===== config.mk =====
export PLATFORM = sky130hd
export DESIGN_NAME = pr_free_list
export DESIGN_NICKNAME = d
export VERILOG_FILES = /design/src/rtl/pr_free_list.sv
export SDC_FILE = /design/constraint.sdc
export NUM_CORES = 2
export LEC_CHECK = 0
export CAP_MARGIN = 40
export CORE_MARGIN = 8
export CORE_UTILIZATION = 45
export CTS_BUF_LIST = sky130_fd_sc_hd__clkbuf_4
export CTS_CLUSTER_SIZE = 40
export DETAILED_ROUTE_END_ITERATION = 10
export HOLD_SLACK_MARGIN = 0.12
export PLACE_DENSITY_LB_ADDON = 0.15
export SLEW_MARGIN = 20
export SYNTH_ARGS = -nofsm -noshare
export SYNTH_HDL_FRONTEND = slang
export SYNTH_SLANG_ARGS = --single-unit
export TNS_END_PERCENT = 10

===== constraint.sdc =====
create_clock -name clock -period 10.55 [get_ports clock]
set_input_delay 2.11 -clock clock [delete_from_list [all_inputs] [get_ports clock]]
set_output_delay 2.11 -clock clock [all_outputs]
set_load 0.05 [all_outputs]

===== src/rtl/pr_free_list.sv =====
// Physical-register free list: 128-entry circular buffer of PR tags with
// 2-wide allocate, 2-wide retire return, and recovery to the retire point.
module pr_free_list (
    input  logic       clock,
    input  logic       reset,
    input  logic [1:0] id_dispatch_num,
    input  logic       id_valid_inst0,
    input  logic       id_valid_inst1,
    input  logic [1:0] rob_retire_num,
    input  logic [6:0] rob_retire_told0,
    input  logic [6:0] rob_retire_told1,
    input  logic       recover,
    output logic [6:0] fl_pr0,
    output logic [6:0] fl_pr1,
    output logic [1:0] fl_avail_num,
    output logic [7:0] fl_count,
    output logic       fl_error
);

    logic [6:0] mem_q [128];
    logic [6:0] head_q, head_d;
    logic [6:0] tail_q, tail_d;
    logic [6:0] retire_head_q, retire_head_d;
    logic [7:0] count_q, count_d;
    logic       fl_error_q, fl_error_d;

    logic [1:0] pop_req, pop_eff, push_eff;
    logic [8:0] cnt_sum;
    logic       wr_en0, wr_en1;

    // Offers come straight from the buffer; tags written this cycle only
    // become visible after the edge.
    assign fl_pr0       = mem_q[head_q];
    assign fl_pr1       = id_valid_inst0 ? mem_q[head_q + 7'd1] : mem_q[head_q];
    assign fl_avail_num = (count_q >= 8'd2) ? 2'd2 : count_q[1:0];
    assign fl_count     = count_q;
    assign fl_error     = fl_error_q;

    always_comb begin
        pop_req       = {1'b0, (id_dispatch_num >= 2'd1) && id_valid_inst0}
                      + {1'b0, (id_dispatch_num == 2'd2) && id_valid_inst1};
        pop_eff       = pop_req;
        push_eff      = rob_retire_num;
        head_d        = head_q;
        tail_d        = tail_q;
        retire_head_d = retire_head_q;
        count_d       = count_q;
        fl_error_d    = fl_error_q;
        wr_en0        = 1'b0;
        wr_en1        = 1'b0;
        cnt_sum       = 9'd0;

        if (recover) begin
            head_d  = retire_head_q;
            count_d = 8'd96;
        end else begin
            if ({6'd0, pop_req} > count_q) begin
                pop_eff    = count_q[1:0];
                fl_error_d = 1'b1;
            end
            cnt_sum = {1'b0, count_q} + {7'd0, push_eff} - {7'd0, pop_eff};
            // Overflow drops the whole return; retire bookkeeping still moves.
            if (cnt_sum > 9'd128) begin
                push_eff   = 2'd0;
                fl_error_d = 1'b1;
            end
            wr_en0        = push_eff >= 2'd1;
            wr_en1        = push_eff == 2'd2;
            head_d        = head_q + {5'd0, pop_eff};
            tail_d        = tail_q + {5'd0, push_eff};
            retire_head_d = retire_head_q + {5'd0, rob_retire_num};
            count_d       = count_q + {6'd0, push_eff} - {6'd0, pop_eff};
        end
    end

    always_ff @(posedge clock) begin
        if (reset) begin
            head_q        <= 7'd0;
            tail_q        <= 7'd96;
            retire_head_q <= 7'd0;
            count_q       <= 8'd96;
            fl_error_q    <= 1'b0;
        end else begin
            head_q        <= head_d;
            tail_q        <= tail_d;
            retire_head_q <= retire_head_d;
            count_q       <= count_d;
            fl_error_q    <= fl_error_d;
        end
    end

    always_ff @(posedge clock) begin
        if (reset) begin
            for (int i = 0; i < 128; i++)
                mem_q[i] <= (i < 96) ? 7'(32 + i) : 7'd0;
        end else begin
            if (wr_en0) mem_q[tail_q] <= rob_retire_told0;
            if (wr_en1) mem_q[tail_q + 7'd1] <= rob_retire_told1;
        end
    end

endmodule


==> reports/metrics.yaml <==
grt_max_degree: 111
cp_slowest_cell: "a22oi_1"
wire_per_inst_um: 40.5
rsz0062_at_grt: "no"
clk_latency_ns: 1.29
synth_common_cells: "edfxtp_1 (896), mux4_2 (542), o22ai_1 (455)"
cts.clk_slew.worst_paths_ns: 0.06
slew_headroom_pct: 35.6
grt_remaining_overflow: 0
synth_top_area_cell: "edfxtp_1"
r2r_slack_ns: 4.16
grt_antenna_before_repair: 12
yosysTopAreaCellShare_pct: 49.1
gr-usage-all-layers_pct: 34.4
initial_core_util_pct: 45.2
ys_warn_count: 0
syn_avg_cell_area_sq_um: 13.9
core_sq_mm: 0.121
cts_tree: "yes"
postCtsSetupBuffers: 0
syn-num-nets: 3992
power.leakage_uw: 0.0169
drt_pass1_iterations: 6
worst-path-max-fanout: 86
setup_ws_ns: 1.57
cpLargestDelayFamily: "buffers and inverters"
setup_tns_ns: 0
drive_gt1_share_pct: 29.3
synth_flop_cell: "edfxtp_1"
drc_errors: 0
cp.required_ns: 8.44
status: "completed"
post-route-cell-area_sq_mm: 0.0604
maxCapViolCount: 0
r2r_start: "fl_count[0]"
min_to: "fl_error"
regArea_sq_mm: 0.0275
syn-cell-area_sq_mm: 0.0548
vias: 44800
end_kind: "output port"
h-tree-depth: 5
worstPathArrival_ns: 6.87
synth_most_common_cell: "edfxtp_1"
setup_viol: 0
finClkSkew_ns: 0.105
ir_drop_mv: 0.322
cts_made_buffers: 279
area_growth_pct: 10.2
routed_wl_mm: 234
drtIter0Drc: 8145
nets: 4021
place_area_sq_mm: 0.0570
syn_inst: 3933
crit_buf_inv: 3
dieArea_sq_mm: 0.133
rows: 128
grt_pass1_vias: 43800
cp-start-kind: "flip-flop"
reg2reg_to: "fl_count[6]"
hold_slack_ns: 0.482
ys_seq_elements: 926
worstPathCellList: "buf_12, buf_4, mux4_2, mux4_2, a22oi_1, nand4_1, o211a_1, clkdlybuf4s50_1"
preCtsSetupSlack_ns: 1.15
min_path_type: "flip-flop to flip-flop"
min_period_over_period_pct: 85.1
crit_path_frequent_cell: "mux4_2"
multiInputGateArea_sq_mm: 0.0253
slowest_delay_ns: 0.77
grt_pass1_wl_mm: 327
n_fill_cell: 10600
ys_types: 74
die_h_um: 365
synth_area_leaders: "edfxtp_1 (49%), mux4_2 (22%), a22oi_1 (5.3%)"
min_path_cells: 1
synth_edf_count: 896
numPortBuffers: 47
dp_hpwl_mm: 147
worst-r2r-cell-count: 32
slew_violations: 0
post_cts_resized: 0
ys_seq_area_share_pct: 50.2
cts_hold_buf: 0
gp_congestion: 0.947
powerDensity_mw_per_mm2: 170
max_slew.worst_pin.slew_ns: 0.965
min_period_ns: 8.98
postRouteAntennaNets: 0
io_pins: 48
clock_path_buffers: 4
fin_total_pwr_uw: 10300
routed_via_density: 7.75
criticalPathCategory: "flip-flop to output port"
async_reset_ff_share_pct: 0
die_x_um: 365
finalHoldViolations: 0
clock_sinks: 926
cts-root-buf: "clkbuf_4"
min_from: "fl_error"
fmax_mhz: 111
==> registers in the layout, indices dropped and copies added (netlist names) <==
name	count
fl_count	8
fl_error	1
head_q	7
mem_q	896
retire_head_q	7
tail_q	7
==> cell type report <==
class                      count  share of cell area, %
antenna                       10                 0.0414
clock buffer                 409                   5.08
clock inverter                51                  0.367
inverter                      32                  0.203
multi-input combinational   2497                   41.9
sequential                   926                   45.5
tap                         1625                   3.37
timing repair buffer         226                   3.50
==> cell usage in the layout, fill, tap and decap left out, types with 29 or more instances in the layout <==
cell type          n
ha_1              30
nor2_1           203
a22oi_1          387
mux2i_1           33
nand2_1          258
mux4_2           542
o21ai_0           31
clkbuf_4         409
nor3_1            29
o22ai_1          455
edfxtp_1         896
clkinv_1          46
clkdlybuf4s50_1   35
a221o_1          111
buf_4            148
o32ai_1           49
a21oi_1           43
nand3_1           38
==> worst max-delay path by stage <==
stage                                   from           to  slack [ns]  cells past startpoint
after floorplan           id_dispatch_num[1]  fl_count[6]        2.58                     35
after global placement        id_valid_inst0  fl_count[6]        1.20                     38
after detailed placement      id_valid_inst0  fl_count[6]        1.15                     38
after CTS                          head_q[0]    fl_pr1[3]        1.71                     10
after global routing               head_q[0]    fl_pr1[3]        1.55                     10
final                              head_q[0]    fl_pr1[1]        1.57                      8
==> report_power, final <==
group	internal [uW]	leakage [uW]	switching (uW)
Clock	1780	0.00199	1640
Combinational	824	0.00671	1830
Sequential	4130	0.00819	84.7
==> worst reg2reg max path, delay by kind of cell (launching register included) <==
family                   cells  cell delay [ns]
AO/OA/AOI/OAI               10             1.69
XOR/XNOR                     2             0.28
adder cells (fa/ha/maj)      7             2.22
buffers and inverters        4             0.41
flip-flops                   1             0.46
AND/OR/NAND/NOR              9             1.19
==> per-layer routing <==
layer,global-route usage [%],vias up,share of wire (%)
li1,-,17000,-
met1,44.8,22700,35
met2,48.0,4194,42
met3,15.4,824,17
met4,18.9,10,6.2
met5,0,-,0.024
==> logic make-up after synthesis <==
family | after synthesis | share of synthesized area [%]
buffers and inverters | 510 | 4.18
muxes | 577 | 22.9
AOI/OAI and AO/OA | 1186 | 15.7
xor gates and xnor gates | 39 | 0.623
and+or+nand+nor | 659 | 5.55
DFF | 926 | 50.2
adders and majority gates | 36 | 0.890
==> through the flow <==
step	instances	util [%]
after floorplan	3933	-
after global placement	5292	46.9
after detailed placement	5301	47.0
after CTS	5761	49.7
after global routing	5770	49.8
final	5776	49.8
(Power assumes the default switching activity.)
